## config.mk

```make
export PLATFORM = sky130hd
export DESIGN_NAME = bless_sw_traverse
export DESIGN_NICKNAME = d
export VERILOG_FILES = /design/src/rtl/bless_sw_traverse_pkg.sv /design/src/rtl/bless_sw_traverse_eject_fifo.sv /design/src/rtl/bless_sw_traverse.sv
export SDC_FILE = /design/constraint.sdc
export NUM_CORES = 2
export LEC_CHECK = 0
export BUFFER_PORTS_ARGS = -buffer_cell sky130_fd_sc_hd__buf_4
export CORE_AREA = 8 8 458 460
export DETAILED_ROUTE_END_ITERATION = 10
export DIE_AREA = 0 0 466 468
export HOLD_SLACK_MARGIN = 0.12
export PLACE_DENSITY = 0.52
export SLEW_MARGIN = 20
export SYNTH_ARGS = -nofsm -noshare
export SYNTH_HDL_FRONTEND = slang
export SYNTH_SLANG_ARGS = --single-unit
```

## constraint.sdc

```tcl
create_clock -name clk -period 10.7 [get_ports clk]
set_clock_uncertainty 0.15 [all_clocks]
set_input_delay 2.14 -clock clk [delete_from_list [all_inputs] [get_ports clk]]
set_output_delay 2.14 -clock clk [all_outputs]
set_load 0.01 [all_outputs]
```

## src/rtl/bless_sw_traverse_pkg.sv

```systemverilog
// rtl/bless_sw_traverse_pkg.sv - shared router constants and port indices for the switch-traversal stage
package bless_sw_traverse_pkg;
  localparam int FLIT_W         = 128;
  localparam int NUM_PORT       = 5;
  localparam int NUM_OUT        = NUM_PORT - 1;
  localparam int PC_INDEX_WIDTH = 3;

  // Network links come first; the local port is the last index.
  typedef enum logic [PC_INDEX_WIDTH-1:0] {
    PORT_N = 3'd0,
    PORT_E = 3'd1,
    PORT_S = 3'd2,
    PORT_W = 3'd3,
    PORT_L = 3'd4
  } port_e;
endpackage

```

## src/rtl/bless_sw_traverse_eject_fifo.sv

```systemverilog
// rtl/bless_sw_traverse_eject_fifo.sv - ejection FIFO with wrap-bit pointers and registered near-full flag
module bless_sw_traverse_eject_fifo
  import bless_sw_traverse_pkg::*;
#(
  parameter int W     = 128,
  parameter int DEPTH = 4
) (
  input  logic         clk,
  input  logic         n_rst,
  input  logic         push,
  input  logic [W-1:0] push_data,
  input  logic         pop,
  output logic [W-1:0] head,
  output logic         valid,
  output logic         almost_full,
  output logic         drop
);
  localparam int AW = $clog2(DEPTH);

  logic [AW:0]  wr_ptr, rd_ptr, count, count_next;
  logic [W-1:0] mem [DEPTH];
  logic         empty, full, do_push, do_pop;

  assign empty   = (wr_ptr == rd_ptr);
  assign full    = (wr_ptr[AW-1:0] == rd_ptr[AW-1:0]) && (wr_ptr[AW] != rd_ptr[AW]);
  assign do_pop  = pop && !empty;
  // A pop on a full FIFO frees the slot the simultaneous push lands in.
  assign do_push = push && (!full || do_pop);
  assign drop    = push && full && !do_pop;

  assign count      = wr_ptr - rd_ptr;
  assign count_next = count + {{AW{1'b0}}, do_push} - {{AW{1'b0}}, do_pop};

  assign valid = !empty;
  assign head  = mem[rd_ptr[AW-1:0]];

  always_ff @(posedge clk or negedge n_rst) begin
    if (!n_rst) begin
      wr_ptr      <= '0;
      rd_ptr      <= '0;
      almost_full <= 1'b0;
    end else begin
      if (do_push) wr_ptr <= wr_ptr + 1'b1;
      if (do_pop)  rd_ptr <= rd_ptr + 1'b1;
      almost_full <= (count_next >= (AW+1)'(DEPTH - 1));
    end
  end

  always_ff @(posedge clk) begin
    if (do_push) mem[wr_ptr[AW-1:0]] <= push_data;
  end
endmodule

```

## src/rtl/bless_sw_traverse.sv

```systemverilog
// rtl/bless_sw_traverse.sv - crossbar traversal, registered output links and local ejection (STATS_EN adds per-port counters)
module bless_sw_traverse
  import bless_sw_traverse_pkg::*;
#(
  parameter int FLIT_W   = bless_sw_traverse_pkg::FLIT_W,
  parameter int NUM_IN   = 4,
  parameter int EJ_DEPTH = 4
) (
  input  logic                       clk,
  input  logic                       n_rst,
  input  logic [NUM_IN*FLIT_W-1:0]   flit_in,
  input  logic [NUM_IN-1:0]          flit_vld_in,
  input  logic [NUM_IN*NUM_OUT-1:0]  alloc_vec_in,
  input  logic [NUM_IN-1:0]          eject_in,
  output logic [NUM_OUT*FLIT_W-1:0]  flit_out,
  output logic [NUM_OUT-1:0]         flit_vld_out,
  output logic [FLIT_W-1:0]          ej_flit,
  output logic                       ej_valid,
  input  logic                       ej_ready,
  output logic                       ej_full,
`ifdef STATS_EN
  input  logic                       stat_clr,
  output logic [NUM_OUT*16-1:0]      stat_port_cnt,
`endif
  output logic                       err_conflict
);
  logic [NUM_OUT-1:0]        sel_vld;
  logic [NUM_OUT*FLIT_W-1:0] sel_flit;
  logic                      link_conflict, ej_push, ej_multi, ej_drop;
  logic [FLIT_W-1:0]         ej_push_flit;

  // Scan slots in ascending order so the lowest index claims each port and the eject slot.
  always_comb begin
    sel_vld       = '0;
    sel_flit      = flit_out;
    link_conflict = 1'b0;
    ej_push       = 1'b0;
    ej_multi      = 1'b0;
    ej_push_flit  = '0;
    for (int i = 0; i < NUM_IN; i++) begin
      if (flit_vld_in[i]) begin
        for (int p = 0; p < NUM_OUT; p++) begin
          if (alloc_vec_in[i*NUM_OUT + p]) begin
            if (sel_vld[p]) begin
              link_conflict = 1'b1;
            end else begin
              sel_vld[p] = 1'b1;
              sel_flit[p*FLIT_W +: FLIT_W] = flit_in[i*FLIT_W +: FLIT_W];
            end
          end
        end
        if (eject_in[i]) begin
          if (ej_push) begin
            ej_multi = 1'b1;
          end else begin
            ej_push      = 1'b1;
            ej_push_flit = flit_in[i*FLIT_W +: FLIT_W];
          end
        end
      end
    end
  end

  always_ff @(posedge clk or negedge n_rst) begin
    if (!n_rst) begin
      flit_out     <= '0;
      flit_vld_out <= '0;
      err_conflict <= 1'b0;
    end else begin
      flit_out     <= sel_flit;
      flit_vld_out <= sel_vld;
      if (link_conflict || ej_multi || ej_drop) err_conflict <= 1'b1;
    end
  end

  bless_sw_traverse_eject_fifo #(
    .W     (FLIT_W),
    .DEPTH (EJ_DEPTH)
  ) u_eject_fifo (
    .clk         (clk),
    .n_rst       (n_rst),
    .push        (ej_push),
    .push_data   (ej_push_flit),
    .pop         (ej_ready),
    .head        (ej_flit),
    .valid       (ej_valid),
    .almost_full (ej_full),
    .drop        (ej_drop)
  );

`ifdef STATS_EN
  always_ff @(posedge clk or negedge n_rst) begin
    if (!n_rst) begin
      stat_port_cnt <= '0;
    end else begin
      for (int p = 0; p < NUM_OUT; p++) begin
        if (stat_clr)
          stat_port_cnt[p*16 +: 16] <= '0;
        else if (sel_vld[p] && stat_port_cnt[p*16 +: 16] != 16'hFFFF)
          stat_port_cnt[p*16 +: 16] <= stat_port_cnt[p*16 +: 16] + 16'd1;
      end
    end
  end
`endif
endmodule

```

==> results.cfg <==
[cells_and_area]
nFillCells = 20320
mostFrequentLayoutCells = buf_4, nand2_1, nor2_1, a21oi_1, dfrtp_1
layout-drive-gt1-share_pct = 26.59
regArea_um2 = 28490
multi_input_area_um2 = 24580
layout_commonest_cell = buf_4
area_growth_pct = 27.25
nets = 6728

[logic_synthesis]
yosys.area_share.simple_pct = 8.871
synth_cell_types = 48
synth_mux_area_share_pct = 14.43
synth-edff-count = 512
synth-seq-cells = 1036
postSynthAreaPerCell_um2 = 10.53
syn_area_um2 = 55580
synth_compound_area_share_pct = 20.26
synth_xor_area_share_pct = 0.1418
ys_seq_area_share_pct = 51.25
synth_nets = 5828
syn_inst = 5280
synthFlopType = dfrtp_1
postSynth.asyncResetShare_pct = 50.58
synth_fa_ha_area_share_pct = 0.2476
yosys_warnings = 0
synth_top_family_by_area = compound AO/OA/AOI/OAI gates

[power]
combPwrFrac_pct = 34.4
p_leak_nw = 29.27
power_density_nw_per_um2 = 225.3
pwr-share-clk_pct = 29.6
swShare_pct = 35.43
p_total_mw = 15.94
peakVddDrop_v = 0.0001529
power_switching_mw = 5.646
p_int_mw = 10.29
power_frac_seq_pct = 35.9

[global_route]
track_usage_pct = 25.71
grt_pass1_wl_um = 405100
antenna_found_initial = 68
grt_pass1_vias = 48030
grt_overflow_total = 0
grt_max_degree = 165

[detailed_routing]
route.detailed.drc = 0
wire_per_inst_um = 32.65
ant_nets = 0
avgViaCountPerCell = 5.594
drt_first_iter_violations = 5990
routed_wl_um = 294900
drtPass1Iterations = 10
num_vias = 50530

[floorplan]
core_um2 = 202900
ioPinCount = 1186
die_width_um = 466
start_util_pct = 27.39
dieHeight_um = 468
die-area_um2 = 218100
rows = 166

[min_path]
whs_endpoint = u_eject_fifo.rd_ptr[2]
min_from = u_eject_fifo.rd_ptr[2]
hold_path_depth = 1
min_path_type = flip-flop to flip-flop

[clock_tree]
clk_pin_slew_ns = 0.06
cts_max_level = 4
cts-root-buf = clkbuf_16
clockBufferDepth = 3
cts_hold_buf = 0
clk_latency_ns = 0.76
cts_resized = 0
cts_buffers = 135
cts_tree = yes
clock-sinks = 1036
cts_setup_buffers = 0

[setup_path]
reg2reg_to = u_eject_fifo.mem[0][79]
r2r_start = u_eject_fifo.rd_ptr[0]
required_ns = 8.41
cp_cell_sequence = buf_4, mux4_2, buf_4
critPathCaptureType = output pin
start_kind = flip-flop
slowest_delay_ns = 1.01
criticalPathCategory = flip-flop to output pin
cp_top_family = flip-flops
crit_buf_inv = 2
path_max_fanout = 49
crit_path_frequent_cell = buf_4
slowest_stage = dfrtp_4
reg2reg_setup_slack_ns = 6.20
ff2ff_path_depth = 6
cp.arrival_ns = 3.40

[sta]
grt_setup_unrepaired = false
period_minus_slack_ns = 5.691
finalSetupTns_ns = 0
fin_crit_sh_pct = 53.18
worst-slew-pin-transition_ns = 1.141
timing.slew.headroom_pct = 23.92
hold_viol = 0
fmaxAchievable_mhz = 175.7
finalSetupViolations = 0
final_max_slew_viol_count = 0

[placement]
io_buffers = 1185
place.gp.congestion = 0.8996
dp_hpwl_um = 204600

[flow_run]
drv_cap = 0

[outcome]
status = finished clean
[worst max path at each step]
stage                                 from                      to  slack (ns)  depth (start not counted)
CTS                 u_eject_fifo.rd_ptr[1]             ej_flit[65]        4.82                          3
global placement            flit_vld_in[0]            flit_out[52]        4.53                          8
detailed placement          flit_vld_in[0]            flit_out[26]        4.50                          8
floorplan                   flit_vld_in[0]  u_eject_fifo.mem[3][0]        4.19                          6
global route        u_eject_fifo.rd_ptr[1]             ej_flit[65]        4.84                          3
finish              u_eject_fifo.rd_ptr[1]             ej_flit[65]        5.01                          3
[worst reg2reg max path, stage by stage (launching register included)]
cell     delay [ns]
dfrtp_4        0.87
buf_12         0.45
xnor2_1        0.24
and4b_1        0.33
a31oi_4        0.39
and2_4         0.80
buf_4          0.78
[area by class of cell]
| cell class | instances | area share, % |
|---|---|---|
| inverter | 5 | 0.02653 |
| timing repair buffer | 1266 | 13.63 |
| clock inverter | 67 | 1.054 |
| multi-input combinational | 3736 | 34.76 |
| sequential | 1036 | 40.29 |
| antenna | 51 | 0.1804 |
| clock buffer | 183 | 5.308 |
| tap | 2688 | 4.755 |
[power groups by stage]
stage	Combinational [mW]	Sequential (mW)	Clock, mW
4_1_cts	5.56	5.73	4.82
3_3_place_gp	5.51	5.76	0
6_report	5.49	5.73	4.72
3_5_place_dp	5.54	5.80	0
2_1_floorplan	2.50	5.81	0
5_1_grt	5.84	5.81	4.97
[Yosys cell counts, types with 8 or more instances]
master	count	area [µm²]
a21oi_1	582	2913
mux2i_1	512	5125
buf_2	184	920.9
a211oi_1	462	3468
buf_1	10	37.54
o21ai_1	515	2577
a31oi_1	59	369.1
edfxtp_1	512	15370
a222oi_1	71	710.7
mux4_2	128	2883
clkbuf_1	231	867.1
buf_4	13	97.59
a211oi_2	50	625.6
nor2_1	582	2185
nand2_1	647	2429
nand2_4	8	90.09
a221oi_1	57	499.2
dfrtp_1	524	13110
buf_6	53	596.8
[flip-flops by register name, indices dropped and copies added, names as in the netlist]
signal / cells
flit_out: 512
u_eject_fifo.mem: 512
flit_vld_out: 4
u_eject_fifo.rd_ptr: 3
u_eject_fifo.wr_ptr: 3
err_conflict: 1
u_eject_fifo.almost_full: 1
[stage by stage]
step | utilization [%] | instance area [µm²] | hold WS (ns) | setup WS, ns | std cells
floorplan | - | 55580 | 0.3104 | 4.187 | 5280
global placement | 32.56 | 66080 | 0.3278 | 4.533 | 8730
detailed placement | 32.56 | 66080 | 0.3307 | 4.498 | 8730
CTS | 34.78 | 70580 | 0.3422 | 4.815 | 8980
global route | 34.85 | 70730 | 0.3540 | 4.839 | 9029
finish | 34.86 | 70730 | 0.3386 | 5.009 | 9032
[metal layers]
layer  routed length, µm  global-route usage, %
met4               12590                  10.90
met1              115900                  32.39
met3               32330                  9.103
met2              134000                  40.00
met5                  91                      0
[kinds of logic after synthesis]
logic type	after synthesis
buffers and inverters	508
flip-flops	1036
AND/OR/NAND/NOR	1270
adder cells (fa/ha/maj)	10
multiplexers	641
XOR/XNOR	9
AO/OA/AOI/OAI	1806
(Power assumes the default switching activity.)
